===== src/rtl/video_raster_timing_pkg.sv =====
// ============================================================================
// video_pkg : shared timing presets, colour width and pixel types for the
//             raster timing generator.
// Revision  : 1.0  initial release
// ============================================================================
`default_nettype none

package video_pkg;

   // 640x480@60 timing (25.175 MHz pixel clock)
   localparam int VGA_H_ACTIVE      = 640;
   localparam int VGA_H_FRONT_PORCH = 16;
   localparam int VGA_H_SYNC        = 96;
   localparam int VGA_H_BACK_PORCH  = 48;
   localparam int VGA_V_ACTIVE      = 480;
   localparam int VGA_V_FRONT_PORCH = 10;
   localparam int VGA_V_SYNC        = 2;
   localparam int VGA_V_BACK_PORCH  = 33;

   // 320x240 source shown line-doubled on the 640x480 raster
   localparam int QVGA_SRC_H_ACTIVE = 320;
   localparam int QVGA_SRC_V_ACTIVE = 240;
   localparam bit QVGA_LINE_DBL     = 1'b1;

   localparam int COLOR_W    = 4;
   localparam int LINE_IDX_W = 10;
   localparam int MAX_TOTAL  = 1024;

   typedef struct packed {
      logic [COLOR_W-1:0] r;
      logic [COLOR_W-1:0] g;
      logic [COLOR_W-1:0] b;
   } rgb_t;

   function automatic int total4(input int a, input int b, input int c, input int d);
      return a + b + c + d;
   endfunction

endpackage

`default_nettype wire


===== src/rtl/video_delay_line.sv =====
// ============================================================================
// video_delay_line : DEPTH-stage shift register that advances only when en
//                    is high; clears to zero on reset.
// Revision         : 1.0  initial release
// ============================================================================
`default_nettype none

module video_delay_line
   import video_pkg::*;
#(
   parameter int DEPTH = 2,
   parameter int WIDTH = 1
) (
   input  logic             clk,
   input  logic             rst_n,
   input  logic             en,
   input  logic [WIDTH-1:0] din,
   output logic [WIDTH-1:0] dout
);

   logic [WIDTH-1:0] r_stage [DEPTH];

   always_ff @(posedge clk or negedge rst_n) begin
      if (!rst_n) begin
         for (int i = 0; i < DEPTH; i++) r_stage[i] <= '0;
      end else if (en) begin
         r_stage[0] <= din;
         for (int i = 1; i < DEPTH; i++) r_stage[i] <= r_stage[i-1];
      end
   end

   assign dout = r_stage[DEPTH-1];

endmodule

`default_nettype wire


===== src/rtl/video_raster_timing.sv =====
// ============================================================================
// video_raster_timing : parametrised H/V raster timing, render strobes,
//                       line doubling and latency-aligned pixel output stage.
//                       Optional composite sync output: VIDEO_CSYNC_EN.
// Revision            : 1.0  initial release
// ============================================================================
`default_nettype none

module video_raster_timing
   import video_pkg::*;
#(
   parameter int H_ACTIVE      = video_pkg::VGA_H_ACTIVE,
   parameter int H_FRONT_PORCH = video_pkg::VGA_H_FRONT_PORCH,
   parameter int H_SYNC        = video_pkg::VGA_H_SYNC,
   parameter int H_BACK_PORCH  = video_pkg::VGA_H_BACK_PORCH,
   parameter int V_ACTIVE      = video_pkg::VGA_V_ACTIVE,
   parameter int V_FRONT_PORCH = video_pkg::VGA_V_FRONT_PORCH,
   parameter int V_SYNC        = video_pkg::VGA_V_SYNC,
   parameter int V_BACK_PORCH  = video_pkg::VGA_V_BACK_PORCH,
   parameter bit HSYNC_POL     = 1'b0,
   parameter bit VSYNC_POL     = 1'b0,
   parameter int COLOR_W       = video_pkg::COLOR_W,
   parameter int PIPE_DELAY    = 2
) (
   input  logic                   clk,
   input  logic                   rst_n,
   input  logic                   pix_en,
   input  logic                   line_dbl,
   input  logic [3*COLOR_W-1:0]   pixel_rgb_data,
   output logic                   next_pixel,
   output logic [LINE_IDX_W-1:0]  display_line_idx,
   output logic                   start_of_screen,
   output logic                   start_of_line,
   output logic                   end_of_screen,
   output logic [COLOR_W-1:0]     vga_r,
   output logic [COLOR_W-1:0]     vga_g,
   output logic [COLOR_W-1:0]     vga_b,
   output logic                   vga_hsync,
   output logic                   vga_vsync
`ifdef VIDEO_CSYNC_EN
   ,
   output logic                   vga_csync
`endif
);

   localparam int H_TOTAL  = total4(H_ACTIVE, H_FRONT_PORCH, H_SYNC, H_BACK_PORCH);
   localparam int V_TOTAL  = total4(V_ACTIVE, V_FRONT_PORCH, V_SYNC, V_BACK_PORCH);
   localparam int X_W      = $clog2(H_TOTAL);
   localparam int Y_W      = $clog2(V_TOTAL);
   localparam int HS_START = H_ACTIVE + H_FRONT_PORCH;
   localparam int HS_END   = HS_START + H_SYNC;
   localparam int VS_START = V_ACTIVE + V_FRONT_PORCH;
   localparam int VS_END   = VS_START + V_SYNC;

   generate
      if (H_TOTAL > MAX_TOTAL || V_TOTAL > MAX_TOTAL) begin : g_bad_total
         $error("video_raster_timing: H_TOTAL/V_TOTAL must not exceed 1024");
      end
      if (PIPE_DELAY < 1 || PIPE_DELAY > 8) begin : g_bad_delay
         $error("video_raster_timing: PIPE_DELAY must be in 1..8");
      end
   endgenerate

   logic [X_W-1:0]        r_x;
   logic [Y_W-1:0]        r_y;
   logic [LINE_IDX_W-1:0] r_line_idx;
   logic                  r_dbl_q;
   logic                  r_dbl_phase;

   logic w_h_last;
   logic w_v_last;
   logic w_sos;
   logic w_sol;
   logic w_eos;

   assign w_h_last = (r_x == X_W'(H_TOTAL - 1));
   assign w_v_last = (r_y == Y_W'(V_TOTAL - 1));
   assign w_sol    = pix_en && w_h_last;
   // Renderer gets one line of lead time before the first visible line
   assign w_sos    = w_sol && (r_y == Y_W'(V_TOTAL - 2));
   assign w_eos    = w_sol && (r_y == Y_W'(V_ACTIVE - 1));

   always_ff @(posedge clk or negedge rst_n) begin
      if (!rst_n) begin
         r_x <= '0;
         r_y <= '0;
      end else if (pix_en) begin
         if (w_h_last) begin
            r_x <= '0;
            r_y <= w_v_last ? '0 : r_y + Y_W'(1);
         end else begin
            r_x <= r_x + X_W'(1);
         end
      end
   end

   always_ff @(posedge clk or negedge rst_n) begin
      if (!rst_n) begin
         r_line_idx  <= '0;
         r_dbl_q     <= 1'b0;
         r_dbl_phase <= 1'b0;
      end else if (w_sol) begin
         if (w_sos) begin
            r_line_idx  <= '0;
            r_dbl_q     <= line_dbl;
            r_dbl_phase <= 1'b0;
         end else if (!r_dbl_q) begin
            r_line_idx <= r_line_idx + LINE_IDX_W'(1);
         end else begin
            if (r_dbl_phase) r_line_idx <= r_line_idx + LINE_IDX_W'(1);
            r_dbl_phase <= ~r_dbl_phase;
         end
      end
   end

   logic       w_hsync_raw;
   logic       w_vsync_raw;
   logic       w_active;
   logic [2:0] w_pipe;

   assign w_hsync_raw = (r_x >= X_W'(HS_START)) && (r_x <= X_W'(HS_END - 1));
   assign w_vsync_raw = (r_y >= Y_W'(VS_START)) && (r_y <= Y_W'(VS_END - 1));
   assign w_active    = (r_x <= X_W'(H_ACTIVE - 1)) && (r_y <= Y_W'(V_ACTIVE - 1));

   video_delay_line #(
      .DEPTH (PIPE_DELAY),
      .WIDTH (3)
   ) u_align (
      .clk   (clk),
      .rst_n (rst_n),
      .en    (pix_en),
      .din   ({w_active, w_vsync_raw, w_hsync_raw}),
      .dout  (w_pipe)
   );

   logic               r_hsync;
   logic               r_vsync;
   logic [COLOR_W-1:0] r_r;
   logic [COLOR_W-1:0] r_g;
   logic [COLOR_W-1:0] r_b;

   // Pipeline carries active-high syncs; polarity is applied at the pins
   always_ff @(posedge clk or negedge rst_n) begin
      if (!rst_n) begin
         r_hsync <= ~HSYNC_POL;
         r_vsync <= ~VSYNC_POL;
         r_r     <= '0;
         r_g     <= '0;
         r_b     <= '0;
      end else if (pix_en) begin
         r_hsync <= ~(w_pipe[0] ^ HSYNC_POL);
         r_vsync <= ~(w_pipe[1] ^ VSYNC_POL);
         if (w_pipe[2]) begin
            r_r <= pixel_rgb_data[3*COLOR_W-1 -: COLOR_W];
            r_g <= pixel_rgb_data[2*COLOR_W-1 -: COLOR_W];
            r_b <= pixel_rgb_data[COLOR_W-1:0];
         end else begin
            r_r <= '0;
            r_g <= '0;
            r_b <= '0;
         end
      end
   end

`ifdef VIDEO_CSYNC_EN
   logic r_csync;

   always_ff @(posedge clk or negedge rst_n) begin
      if (!rst_n) begin
         r_csync <= 1'b1;
      end else if (pix_en) begin
         r_csync <= ~(w_pipe[0] ^ w_pipe[1]);
      end
   end

   assign vga_csync = r_csync;
`endif

   assign next_pixel       = pix_en;
   assign display_line_idx = r_line_idx;
   assign start_of_screen  = w_sos;
   assign start_of_line    = w_sol;
   assign end_of_screen    = w_eos;
   assign vga_r            = r_r;
   assign vga_g            = r_g;
   assign vga_b            = r_b;
   assign vga_hsync        = r_hsync;
   assign vga_vsync        = r_vsync;

endmodule

`default_nettype wire

===== config.mk =====
export PLATFORM = sky130hd
export DESIGN_NAME = video_raster_timing
export DESIGN_NICKNAME = d
export VERILOG_FILES = /design/src/rtl/video_raster_timing_pkg.sv /design/src/rtl/video_delay_line.sv /design/src/rtl/video_raster_timing.sv
export SDC_FILE = /design/constraint.sdc
export NUM_CORES = 1
export LEC_CHECK = 0
export BUFFER_PORTS_ARGS = -buffer_cell sky130_fd_sc_hd__buf_2
export CAP_MARGIN = 20
export CELL_PAD_IN_SITES_DETAIL_PLACEMENT = 1
export CELL_PAD_IN_SITES_GLOBAL_PLACEMENT = 1
export CORE_AREA = 5 5 98 100
export CTS_CLUSTER_DIAMETER = 120
export DETAILED_ROUTE_END_ITERATION = 12
export DIE_AREA = 0 0 103 105
export GPL_TIMING_DRIVEN = 1
export PLACE_DENSITY = 0.53
export SLEW_MARGIN = 10
export SYNTH_ARGS = -nofsm -noshare
export SYNTH_HDL_FRONTEND = slang
export SYNTH_SLANG_ARGS = --single-unit

===== constraint.sdc =====
create_clock -name clk -period 2.3 [get_ports clk]
set_input_delay 0 -clock clk [delete_from_list [all_inputs] [get_ports clk]]
set_output_delay 0 -clock clk [all_outputs]
set_load 0.05 [all_outputs]

### After elaboration in Yosys (flattened, before gate mapping)

Index checks and enable logic that the tools add are counted.

* add/sub/neg operators: 3
* $lt $le $gt $ge: 6
* eq/ne operators: 5
* multiplexer cells: 10
* bitwise operators: 3
* reductions and logical operators: 11

Operator list (number)
* 10-bit 2-to-1 mux: 5
* 10-bit by 1-bit adder with 10-bit output, second input constant: 3
* 10-bit equality test, second input constant: 3
* 10-bit <= comparator, second input constant: 2
* 10-bit by 9-bit <= comparator with 1-bit output, second input constant: 2
* 4-bit 2-to-1 mux: 3
* 10-bit by 9-bit equality test with 1-bit output, second input constant: 1
* 10-bit >= comparator, second input constant: 1
* 10-bit by 9-bit >= comparator with 1-bit output, second input constant: 1
* 2-bit AND reduction: 4
* 1-bit logical AND: 6
* 3-bit by 2-bit inequality test with 1-bit output, second input constant: 1
* 1-bit NOT: 3
* 1-bit 2-to-1 mux: 2
* 2-bit nonzero test: 1

* bits in registers: 52
* input port bits: 16
* output and inout bits: 28
* word-level logic and storage cells: 50

### Logic depth before layout (Yosys ltp)

Gate-level depths: netlist of run 1.

* word-level depth: 5
* gate-level depth with buffers: 7

### By module

Synthesis of run 1 repeated with hierarchy kept, for this count alone.

* cell total of the unflattened synthesis: 269
* area, all modules: 2613.8 µm²

Modules (own cells, without submodules)
* video_raster_timing: times used 1, cells each 253, area an instance 2339.7 µm²
* video_delay_line: times used 1, cells each 16, area an instance 274.0 µm²

### Worst setup path after synthesis of run 1

OpenSTA, ideal clock, no wires.

* path kind: register -> register
* start: register r_x[7]
* end: register r_dbl_q
* setup time: 0.125 ns
* data arrival time: 2.367 ns
* path slack: -0.191 ns
* cell stages (with the launch flop): 6
* clock period less this slack: 2.491 ns
* cells stage by stage: dfrtp_1 > nand4b_1 > or4b_4 > buf_6 > nor2_1 > mux2_2

* word-level cells in the longest chain between the ends: 4

RTL lines
* from (decl): RTL line video_raster_timing.sv:64 `logic [X_W-1:0] r_x;`
* from (signal assigned): RTL line video_raster_timing.sv:92 `r_x <= r_x + X_W'(1);`
* 10-bit equality test: RTL line video_raster_timing.sv:76 `assign w_h_last = (r_x == X_W'(H_TOTAL - 1));`
* 1-bit logical AND: RTL line video_raster_timing.sv:78 `assign w_sol = pix_en && w_h_last;`
* 1-bit logical AND: RTL line video_raster_timing.sv:80 `assign w_sos = w_sol && (r_y == Y_W'(V_TOTAL - 2));`
* via start_of_screen: RTL line video_raster_timing.sv:32 `output logic start_of_screen,`
* 2-bit AND reduction (no source line)
* to (signal assigned): RTL line video_raster_timing.sv:105 `r_dbl_q <= line_dbl;`
* to (decl): RTL line video_raster_timing.sv:67 `logic r_dbl_q;`

The timed path passes the listed nets, and every way through them passes these cells.
A chain may end at the register's enable or synchronous reset.

### Final worst setup path of run 1

* start: register r_x[7]
* end: output port end_of_screen

* word-level cells in the longest chain between the ends: 3

RTL lines
* 10-bit equality test: RTL line video_raster_timing.sv:76
* 1-bit logical AND: RTL line video_raster_timing.sv:78
* 1-bit logical AND: RTL line video_raster_timing.sv:81 `assign w_eos = w_sol && (r_y == Y_W'(V_ACTIVE - 1));`
* to (decl): RTL line video_raster_timing.sv:34 `output logic end_of_screen,`

No other way between the ends.

==> results.txt, run 1 <==
The run finished with clean final reports. The launch point of the worst reg-to-reg path is r_x[7]. The signal arrival time at the worst endpoint came out at 2.22 ns.

The synthesized area per cell is 10.6 um2. In this run the tightest slew margin relative to its limit is 0.540. In the post-synthesis netlist, the biggest area contributors are dfrtp_1 50%, a22o_1 6.3%, o21ai_0 3.4%.

The overall routed net length is 6670 um. The total count of max-transition violations in the final report is 0. The estimated wirelength of the detail-placed design came out at roughly 4500 um. The aggregate global-route resource usage came out at 0.131. The proportion of register bits with asynchronous set or reset after synthesis is 1.00.

The count of flip-flops with a built-in enable after synthesis came out at 0. The first-pass GRT wire length is approximately 12000 um. The pre-CTS setup slack is 0.221 ns.

The worst-case hold path end point is u_align.r_stage[4]. The final-report hold violation count is 0. For this run, design rule violations remaining after detail routing come to 0. The total overflow left after global routing is 0. The instance count of the mapped netlist is 236. The overall die height is 105 um.

The worst reg-to-reg path cell count came out at 5. The total I/O pin count came out at 44. The clock drives between 50 and 60 sinks.

The total vias in the final route is approximately 2000. The total iterations of the first detailed-routing run is 4. The number of inserted filler cells in the final layout is about 1000. For this run, the register share of the synthesized area comes to 0.520. The highest net fanout along the worst path came out at 12. The synthesis-to-layout area growth is 26.1%. For met2 alone, demand over resource in global routing was 0.212. The startpoint identified for the worst hold timing path is pix_en. In the routed layout, each cell is associated on average with a via count of between 4 and 5. The period utilization is 0.967.

The worst path needs about 2.2 ns of the cycle, external delays included. The die covers between 0.01 and 0.015 mm2. The upper clock frequency limit is 450 MHz. The register clock-pin slew on the reported worst setup and hold paths is 0.11 ns. Setup repair after global routing could not meet its margin everywhere. The cell depth of the worst hold path came out at 3.

The weighted congestion at the end of routability-driven global placement is around 0.73. After floorplanning, the core was sized to cover 0.00859 mm2. The layer flagged by global routing as most heavily used is met2.

The reg2reg setup slack came out at ~0.14 ns. The critical path data required time came out at 2.30 ns. The actual slew at the worst max-slew pin is 0.690 ns. The number of antenna repair diodes came out at 0. The power density normalized to cell area came out at 625 mW/mm2. The cell sitting at the root of the clock tree is a clkbuf_8.

The path class of the tightest hold or removal check is in -> reg. The clock reaches the later pin of the worst-skew pair after 0.31 ns. The initial utilization of the core area, before any placement, comes to 0.292. After the last flow step, the layout net total stands at 325. At the end of the flow the core is filled with cells to 0.368. The reported max-cap violation count came out at 0.

The worst setup path is captured at a primary output. The net count after synthesis is 258. The worst register-to-register path ends at display_line_idx[4]. Entering global routing, the biggest net connects 53 pins. For this run, global-route usage on met1 was measured as 0.183.

The horizontal extent of the die is 103 um. After detailed routing, the average wire length per cell comes to 16.2 um. Port buffering added 43 buffers. In this run, synthesis produced a sequential element count of 52. The CTS buffer count came out at 5.

The worst hold slack across all endpoints is between 0.1 and 0.15 ns. The final worst clock skew is between 0.009 and 0.01 ns. The initial antenna violation count is 0. The clock passes through at most 2 buffers. During synthesis, Yosys emitted a total of 0 warnings. The most used flip-flop cell after synthesis is dfrtp_1. The DRC marker count from the first detailed-route iteration is 44. The worst setup path is launched from a flip-flop. Of the post-synthesis cell area, the dominant cell type holds 0.499.

The clock tree from TritonCTS is done. The post-route worst setup slack came out at between 0.07 and 0.08 ns. The distinct cell type count of the synthesized netlist is between 40 and 50.

The worst setup path is of the reg -> out kind. The summed instance area of the synthesized netlist is 0.00251 mm2. The H-tree depth reported by CTS is 2. The static leakage came out at ~1.5 nW. In the final layout, the share of cells above drive strength 1 is 0.257. The number of placement rows is 34.

In the global route stage, met3 resource usage came out at 0.0187. Setup violations remaining at the end of the flow were counted as 0. Summed over all instances, the cell type with the most area after synthesis is dfrtp_1. The largest voltage drop on the vdd net came out at between 0.0002 and 0.0003 V.

In this run the remaining antenna-violating nets after routing total 0. The via count of the first global-routing pass came out at about 2200.
## power breakdown
part	total [mW]	switching, mW	leakage (nW)	internal (mW)
clock	0.562	0.339	0.0452	0.223
sequential	1.07	0.0843	0.661	0.988
combinational	0.343	0.213	0.779	0.130
## per-stage QoR
step / power, mW / area, um2 / TNS, ns / instances
global placement: 1.39 / 2870 / 0 / 385
CTS: 2.00 / 3140 / 0 / 411
global route: 2.09 / 3160 / -0.0118 / 412
floorplan: 1.28 / 2510 / 0 / 236
detailed placement: 1.40 / 2870 / 0 / 385
finish: 1.98 / 3160 / 0 / 412
## placed cells by master, fill, tap and decap left out, types with 4 or more instances in the layout
cell and n:
nand3_1 7, buf_4 13, o21ai_0 17, a21oi_1 5, xnor2_1 5, dlygate4sd3_1 14
dfrtp_1 49, nor4_1 5, ha_1 6, mux2_2 6, nor3_1 5, buf_2 41
xor2_1 7, or4_1 4, a22o_1 18, nor4b_1 4, nor2_1 13, and3_1 5
inv_1 12, nand2_1 16, nand4_1 7, nor2b_1 4, clkbuf_8 5
## synth_stat cells, types with 6 or more instances
cell      count
dfrtp_1      50
mux2_2        6
nand3_1       7
a22o_1       18
o21ai_0      17
nor2_1       14
nand4_1       7
ha_1          6
xor2_1        7
inv_1        12
nand2_1      17
clkbuf_1      6
## timing repair
item                                    in CTS  in global routing
pin swaps                                    1                  0
endpoints found under the setup margin       1                  2
gates cloned                                 1                  0
hold buffers                                14                  0
buffers inserted                             3                  1
gates resized for setup                      1                  6
hold endpoints to repair                    63                  0
## how the worst max path moves through the flow
stage           start             endpoint  slack [ns]  cells past startpoint
6_report       r_x[7]        end_of_screen        0.08                      6
3_5_place_dp   r_x[7]  display_line_idx[1]        0.22                      6
5_1_grt        r_x[7]        end_of_screen       -0.01                      6
4_1_cts        r_x[1]        end_of_screen      0.0003                      7
3_3_place_gp   r_x[7]        end_of_screen        0.30                      6
2_1_floorplan  r_x[7]              r_dbl_q        0.07                      5
## worst max-delay path, stage by stage, from the launching register on
cell,delay (ns)
dfrtp_1,0.43
nand4b_1,0.28
or4b_4,0.59
inv_1,0.10
buf_6,0.14
and4_1,0.20
buf_6,0.16
## registers in the layout, indices dropped and copies added (netlist names)
name              flops
vga_hsync             1
display_line_idx     10
r_dbl_phase           1
vga_vsync             1
vga_g                 4
r_x                  10
u_align.r_stage       3
r_y                  10
r_dbl_q               1
u_align.dout          3
vga_b                 4
vga_r                 4
## layout make-up
| cell class | count | area, um2 | share of cell area |
|---|---|---|---|
| inverter | 12 | 45.0 | 0.0142 |
| clock inverter | 3 | 25.0 | 0.00791 |
| multi-input combinational | 162 | 1120 | 0.354 |
| clock buffer | 5 | 68.8 | 0.0218 |
| sequential | 52 | 1310 | 0.413 |
| tap | 108 | 135 | 0.0427 |
| timing repair buffer | 70 | 465 | 0.147 |
## per-layer routing
metal	wire, um	vias up
li1	-	996
met1	3210	1038
met5	0	-
met2	3260	19
met4	59	0
met3	145	4
## kinds of logic after synthesis
group / synth area share
flip-flops: 0.520
buffers and inverters: 0.0404
XOR/XNOR: 0.0419
multiplexers: 0.0309
AO/OA/AOI/OAI: 0.141
AND/OR/NAND/NOR: 0.196
adder cells (fa/ha/maj): 0.0299
Power figures use the tool's default switching activity.
==> run 2: changes to the inputs <==
--- a/config.mk
+++ b/config.mk
@@ -5,16 +5,19 @@
 export SDC_FILE = /design/constraint.sdc
 export NUM_CORES = 1
 export LEC_CHECK = 0
+export ABC_AREA = 1
 export BUFFER_PORTS_ARGS = -buffer_cell sky130_fd_sc_hd__buf_2
 export CAP_MARGIN = 20
 export CELL_PAD_IN_SITES_DETAIL_PLACEMENT = 1
 export CELL_PAD_IN_SITES_GLOBAL_PLACEMENT = 1
-export CORE_AREA = 5 5 98 100
+export CORE_AREA = 5 5 104 106
 export CTS_CLUSTER_DIAMETER = 120
 export DETAILED_ROUTE_END_ITERATION = 12
-export DIE_AREA = 0 0 103 105
+export DIE_AREA = 0 0 109 111
 export GPL_TIMING_DRIVEN = 1
-export PLACE_DENSITY = 0.53
+export HOLD_SLACK_MARGIN = 0.05
+export PLACE_DENSITY = 0.54
+export REMOVE_ABC_BUFFERS = 1
 export SLEW_MARGIN = 10
 export SYNTH_ARGS = -nofsm -noshare
 export SYNTH_HDL_FRONTEND = slang
==> run 2 against run 1 <==
Synthesized cell count grew 44%. Non-clock buffer count down 10. Worst setup slack improved by 0.19 ns. Maximum frequency rose by 9.3%. Sequential power rose by 8%. Worst hold slack lost 0.033 ns. Clock power grew 2%. Core utilization shrank 1.6 points. Largest power group unchanged.
==> results.txt, run 2 <==
Between clock sinks in the finished design, the worst skew comes to ~0.005 ns. The biggest area contributor in the post-synthesis netlist is dfrtp_1. For this block, the routed nets add up to 7220 um of wire. The sequential area share after synthesis is 0.461. The total vias in the final route came out at 2398. In the finished design, the share of the clock period the worst path needs comes to 0.885. The share of total power dissipated in sequential elements is 0.496. The most common cell in the synthesized netlist is nand2_1.

The floorplan die area came out at 0.0121 mm2. For this run, the leading register cell type out of synthesis is dfrtp_1. The detailed-route DRC error count came out at 0.

After synthesis, the most frequently instantiated cells are 97 x nand2_1, 50 x dfrtp_1, 38 x inv_1, 31 x nand3_1, 27 x nor2_1. Counting flops with a built-in enable in the synthesized netlist gives 0. The average wire per standard cell is 13.5 um. The number of I/O port buffers is 43. The critical path data required time came out at about 2.3 ns. In this run the mean area of a mapped cell was 8.29 um2. The analysis attributes to cell leakage a power of about 1.8 nW. The pre-CTS setup slack is 0.553 ns.

The root buffer cell chosen for the clock tree is clkbuf_8. The H-tree depth reported by CTS came out at 2. The initial utilization of the core area, before any placement, comes to 0.292. In the layout the commonest cells are 97 x nand2_1, 50 x dfrtp_1, 43 x buf_2. The total count of max-transition violations in the final report is 0.

Synthesis instantiated 42 different standard cells from the library. The largest voltage drop on the vdd net is about 0.00024 V. The CTS buffer count is 5.

The count of placed standard cells including taps is between 500 and 600. The overall die height is 111 um. The pin count of the biggest net entering global routing came out at 25. Of all flip-flops after synthesis, the portion carrying an async set or reset was 1.00. The clock group share of total power came out at 0.245. The via count of the first global-routing pass is approximately 2600. At the end of the flow the core is filled with cells to 0.352. The core outline area came out at 0.00968 mm2.

The internal power is roughly 1.5 mW. Synthesis handed over a netlist of 341 instances. The reported max-cap violation count is 0. Pin placement for this block handled 44 I/O pins. TritonCTS built the clock tree. The aggregate global-route resource usage came out at 0.128. For the pin with the worst max-slew slack, the measured transition is around 0.46 ns.

Headroom to the max-slew limit came out at 0.696. Setup repair after global routing left no endpoint under its margin. The weighted congestion at the end of routability-driven global placement came out at 0.753. In the post-synthesis netlist, the biggest area contributors are dfrtp_1 44%, nand2_1 13%, nand3_1 5.5%. Of all nets on the critical path, the largest fanout is 17.

The first global-routing pass estimated 12700 um of wire. For this run, the number of Yosys warnings is 0. The die is between 100 and 150 um wide. The register bit count reported by yosys came out at 52. The worst setup path is of the reg -> out kind. In the post-route analysis, the smallest setup slack over all paths is 0.264 ns. In the final layout, the share of cells above drive strength 1 is 0.207. The summed instance area of the synthesized netlist is 0.00283 mm2. The count of final setup violators came out at 0. The fraction of post-synthesis cell area in the top cell type by area is 0.443. For this design the ratio of total power to cell area is 688 mW/mm2.

The final-report hold violation count was 0. The flow ran to the end, and the final reports show no timing, DRC or antenna violations. The worst hold path class is in -> reg. The clock reaches the later pin of the worst-skew pair after 0.31 ns.

The number of buffers added for setup after CTS is 0. The number of placement rows came out at 36. The number of nets at the end of the flow came out at approximately 420. The launching element type of the critical path is a flip-flop.

Setup total negative slack on the finished layout was measured at 0 ns. At the worst endpoint, the arrival time is 2.04 ns. The total clock sinks came out at 52. The initial antenna violation count is 0. The maximum buffer depth of the clock tree is 2. The number of antenna repair diodes is 0. STA classifies the critical path endpoint as a primary output. The estimated wirelength of the detail-placed design is 5330 um. The clock period minus worst slack came out at about 2.0 ns. The library cell used most frequently in the layout, excluding fill and tap cells, is nand2_1. The total iterations of the first detailed-routing run came out at 4. The share of total power dissipated in combinational logic is 0.259.

The switching share of power came out at 0.381. The post-layout instance count excluding filler cells came out at 534. The register clock-pin slew on the reported worst setup and hold paths is 0.11 ns. In this run, the number of DRC markers left after iteration 0 of detailed routing was 73. In this run the power spent charging and discharging nets is roughly 890 uW.

The upper clock frequency limit is between 400 and 500 MHz. The count of nets left with antenna violations after detail routing came out at 0. Hold repair after CTS inserted 14 buffers.

The total design power is between 2 and 2.5 mW. The mean number of vias per cell is 4.49. The total overflow left after global routing is 0. The synthesis-to-layout area growth came out at 20.8%. The number of gates resized after CTS came out at 0.
## run 2: cell count changes in the layout (fill, tap and decap cells not counted), sizes merged, moves of 4 or more
cell	previous run	this run
and3	5	0
or4	4	0
nor2b	4	0
buf	56	46
nand3	7	35
mux2	6	0
nor4b	4	0
a22o	18	0
nor2	14	31
inv	14	43
xnor2	5	1
nor4	6	1
nand2	17	101
## run 2: kinds of logic after synthesis
| group | after synthesis | share of synthesized area |
|---|---|---|
| and+or+nand+nor | 187 | 0.329 |
| buffers and inverters | 52 | 0.0779 |
| DFF | 52 | 0.461 |
| AOI/OAI and AO/OA | 33 | 0.0686 |
| xor gates and xnor gates | 11 | 0.0367 |
| adders and majority gates | 6 | 0.0266 |
## run 2: worst max-delay path, cell delays in order (launching register included)
cell	delay (ns)
dfrtp_1	0.41
ha_1	0.24
nand2_4	0.07
clkinv_2	0.08
nand2_4	0.07
nor2_8	0.30
nand4_2	0.15
nor3_2	0.12
buf_2	0.28
## run 2: layout make-up
cell class / count / area (um2)
Clock buffer: 5 / 68.8
Tap cell: 133 / 166
Fill cell: 1159 / 6270
Sequential cell: 52 / 1300
Timing Repair Buffer: 60 / 378
Clock inverter: 3 / 27.5
Multi-Input combinational cell: 237 / 1300
Inverter: 44 / 166
## run 2: power by group through the flow
stage	clock network (mW)	registers [mW]	logic, mW
6_report	0.575	1.16	0.608
5_1_grt	0.638	1.19	0.690
4_1_cts	0.608	1.17	0.621
3_5_place_dp	0	1.18	0.599
3_3_place_gp	0	1.18	0.596
2_1_floorplan	0	1.28	0.315
## run 2: metal layers
metal	wire, um	global-route usage	part of all wire
met3	184	0.0204	0.025
met2	3500	0.218	0.48
met5	0	0	0
met4	57	0.0278	0.0079
met1	3480	0.171	0.48
## run 2: path summary, 6_finish.rpt
kind                                      start                  end  slack [ns]  depth (start not counted)
worst min register to register  u_align.dout[0]            vga_hsync        0.44                          1
worst max-delay path                     r_x[0]        end_of_screen        0.26                          8
worst max register to register           r_x[0]  display_line_idx[7]        0.57                         10
max in group asynchronous                 rst_n            vga_vsync        1.48                          3
worst min-delay path                     pix_en             vga_r[2]        0.08                          3
min in group asynchronous                 rst_n               r_x[9]        0.15                          2
## run 2: metrics by stage
stage	hold WS (ns)	cell area, um2
global route	0.0911	3410
detailed placement	-0.0311	3180
finish	0.0769	3410
CTS	0.0727	3410
global placement	-0.0247	3180
floorplan	-0.296	2770
==> run 3: changes to the inputs <==
--- a/config.mk
+++ b/config.mk
@@ -16,7 +16,7 @@
 export DIE_AREA = 0 0 109 111
 export GPL_TIMING_DRIVEN = 1
 export HOLD_SLACK_MARGIN = 0.05
-export PLACE_DENSITY = 0.54
+export PLACE_DENSITY_LB_ADDON = 0.25
 export REMOVE_ABC_BUFFERS = 1
 export SLEW_MARGIN = 10
 export SYNTH_ARGS = -nofsm -noshare
==> constraint.sdc (replaced) <==
create_clock -name clk -period 1.6 [get_ports clk]
set_input_delay 0 -clock clk [delete_from_list [all_inputs] [get_ports clk]]
set_output_delay 0 -clock clk [all_outputs]
set_load 0.05 [all_outputs]
==> run 3 against run 2 <==
The flow now finishes with violations (negative setup slack). Combinational power is 91% higher. Count of clock-buffer cells in the layout stayed put. Core utilization is 4.3 points higher. Worst setup slack worse by 0.29 ns. Final area is 12% higher. Largest cell class is now multi-input gates. Largest power group unchanged. Highest routed layer unchanged.
==> results.txt, run 3 (same netlist as run 2, synthesis figures left out) <==
The mean number of vias per cell is between 4 and 5. The total count of max-transition violations in the final report is 0. The upper clock frequency limit is between 600 and 700 MHz. IR analysis of the VDD net gives a maximum drop of ~0.00033 V.

The total clock sinks is 52. For this run, design rule violations remaining after detail routing come to 0. STA puts the critical path data required time at 1.60 ns.

The share of layout cells above drive strength 1 came out at 0.322. In this run the vertical extent of the chip is between 100 and 150 um. The flow ran to the end, but the final reports show violations. The horizontal extent of the die is approximately 110 um. The CTS root buffer is clkbuf_8.

In this run the tightest slew margin relative to its limit is 0.703. The initial antenna violation count was 0. The actual slew at the worst max-slew pin came out at 0.446 ns.

The register clock-pin slew on the reported worst setup and hold paths is 0.11 ns. The core outline area is between 0.009 and 0.01 mm2. The CTS buffer count is 5. The die covers 0.0121 mm2. The share of total power dissipated in the clock network is 0.224. The switching power total came out at ~1.4 mW. The number of I/O port buffers came out at 43. The clock network latency to the later pin of the worst-skew pair is 0.32 ns. The first global-routing pass estimated between 10000 and 15000 um of wire. Internal power comes to ~2.2 mW. For this run, the post-layout net count is 449. The total negative slack for setup checks came out at -0.0317 ns.

Summing internal, switching and leakage power gives roughly 3.6 mW. The final reports fail on negative setup slack. The via count of the first global-routing pass is 2752. In the layout the commonest cells are 92 x nand2_1, 48 x dfrtp_1, 40 x buf_2. The post-layout instance count excluding filler cells came out at about 560.

The count of placed standard cells including taps came out at 526. The reported max-cap violation count came out at 0. The setup path with the least slack is of type reg -> out.

The switching share of power came out at 0.386. Summed over all layers, the routed wires come to ~8000 um. The number of placement rows came out at 36.

0 antenna diodes ended up in the layout. For this design the static power due to leakage is between 1.5 and 2 nW. For this configuration, the core starts out at a cell density of 0.292.

STA classifies the critical path endpoint as a primary output. Detailed placement ended at an HPWL of 5540 um. The post-route worst setup slack came out at -0.0227 ns. Detailed routing inserted a total of 2535 vias. The DRC marker count from the first detailed-route iteration is 85. STA classifies the critical path startpoint as a flip-flop.

The count of nets left with antenna violations after detail routing is 0. The period utilization came out at 1.01. The count of final setup violators is 2.

Routability-driven placement finished with a final weighted congestion of 0.764. TritonCTS built the clock tree. The clock passes through at most 2 buffers. Entering global routing, the biggest net connects 53 pins.

The signal arrival time at the worst endpoint came out at 1.62 ns. The aggregate global-route resource usage came out at 0.137. The clock period minus worst slack is 1.62 ns.

The H-tree was split into 2 levels. The worst hold path class is in -> reg. The power density normalized to cell area is between 900 and 1000 mW/mm2. The average wire per standard cell came out at about 14 um. Setup repair after global routing could not meet its margin everywhere. The synthesis-to-layout area growth came out at 35.6%. The total I/O pin count is 44. The leftover overflow at the end of global routing came out at 0. The highest net fanout along the worst path is 3. The total iterations of the first detailed-routing run came out at 7.

Leaving out fill and tap cells, the most frequent cell in the layout is nand2_1. The final-report hold violation count is 0. The share of total power dissipated in combinational logic is 0.318. The final worst clock skew is 0.00710 ns. The sequential power share is 0.457.
run 3: cell types whose count changed in the layout (fill, tap and decap cells not counted), sizes merged:
| cell | change |
|---|---|
| clkinv | +1 |
| inv | -1 |
| buf | +27 |
run 3: critical path: stages (launching register included):
cell and delay [ns]:
dfrtp_1 0.41, ha_4 0.17, nand2_4 0.05, clkinv_4 0.06
nand2_8 0.05, nor2_8 0.14, nand4_4 0.09, nor3_2 0.14
buf_6 0.18
run 3: layout make-up:
type	instances	area, um2
clock buffer	5	68.8
clock inverter	3	27.5
fill	1178	5850
inverter	44	181
multi-input combinational	237	1440
sequential	52	1310
tap	133	166
timing repair buffer	87	639
run 3: metal layers:
layer,part of all wire,global-route usage
met1,0.46,0.176
met3,0.026,0.0204
met5,0,0
met2,0.50,0.237
met4,0.010,0.0328
run 3: power by group through the flow:
| stage | Sequential [mW] | Combinational [mW] | Clock [mW] |
|---|---|---|---|
| 2_1_floorplan | 1.84 | 0.452 | 0 |
| 3_3_place_gp | 1.69 | 0.926 | 0 |
| 3_5_place_dp | 1.70 | 0.944 | 0 |
| 4_1_cts | 1.66 | 1.10 | 0.868 |
| 5_1_grt | 1.69 | 1.28 | 0.914 |
| 6_report | 1.66 | 1.16 | 0.815 |
run 3: worst paths after layout:
| check | startpoint | to | slack (ns) | cells after the start |
|---|---|---|---|---|
| setup reg to reg | r_x[1] | r_y[2] | -0.01 | 10 |
| setup / recovery | r_x[1] | end_of_screen | -0.02 | 8 |
| hold reg to reg | u_align.dout[1] | vga_vsync | 0.44 | 1 |
| min in group asynchronous | rst_n | r_x[7] | 0.20 | 3 |
| hold / removal | pix_en | r_x[3] | 0.12 | 5 |
| max in group asynchronous | rst_n | vga_vsync | 1.10 | 3 |
run 3: repair_timing:
item	in CTS	in global routing
setup endpoints to repair	13	24
setup buffers	8	6
gates resized for setup	27	32
cloned	0	0
hold endpoints to repair	65	0
hold buffers	14	0
pin swaps	6	10
run 3: per-stage QoR:
step	hold WS (ns)	utilization	instance area [um2]	setup WS (ns)
6_report	0.119	0.396	3830	-0.0227
5_1_grt	0.159	0.396	3830	-0.115
4_1_cts	0.102	0.382	3700	-0.109
3_5_place_dp	0.0210	0.340	3290	-0.0364
3_3_place_gp	0.0249	0.340	3290	0.0368
2_1_floorplan	-0.296	-	2770	-0.293
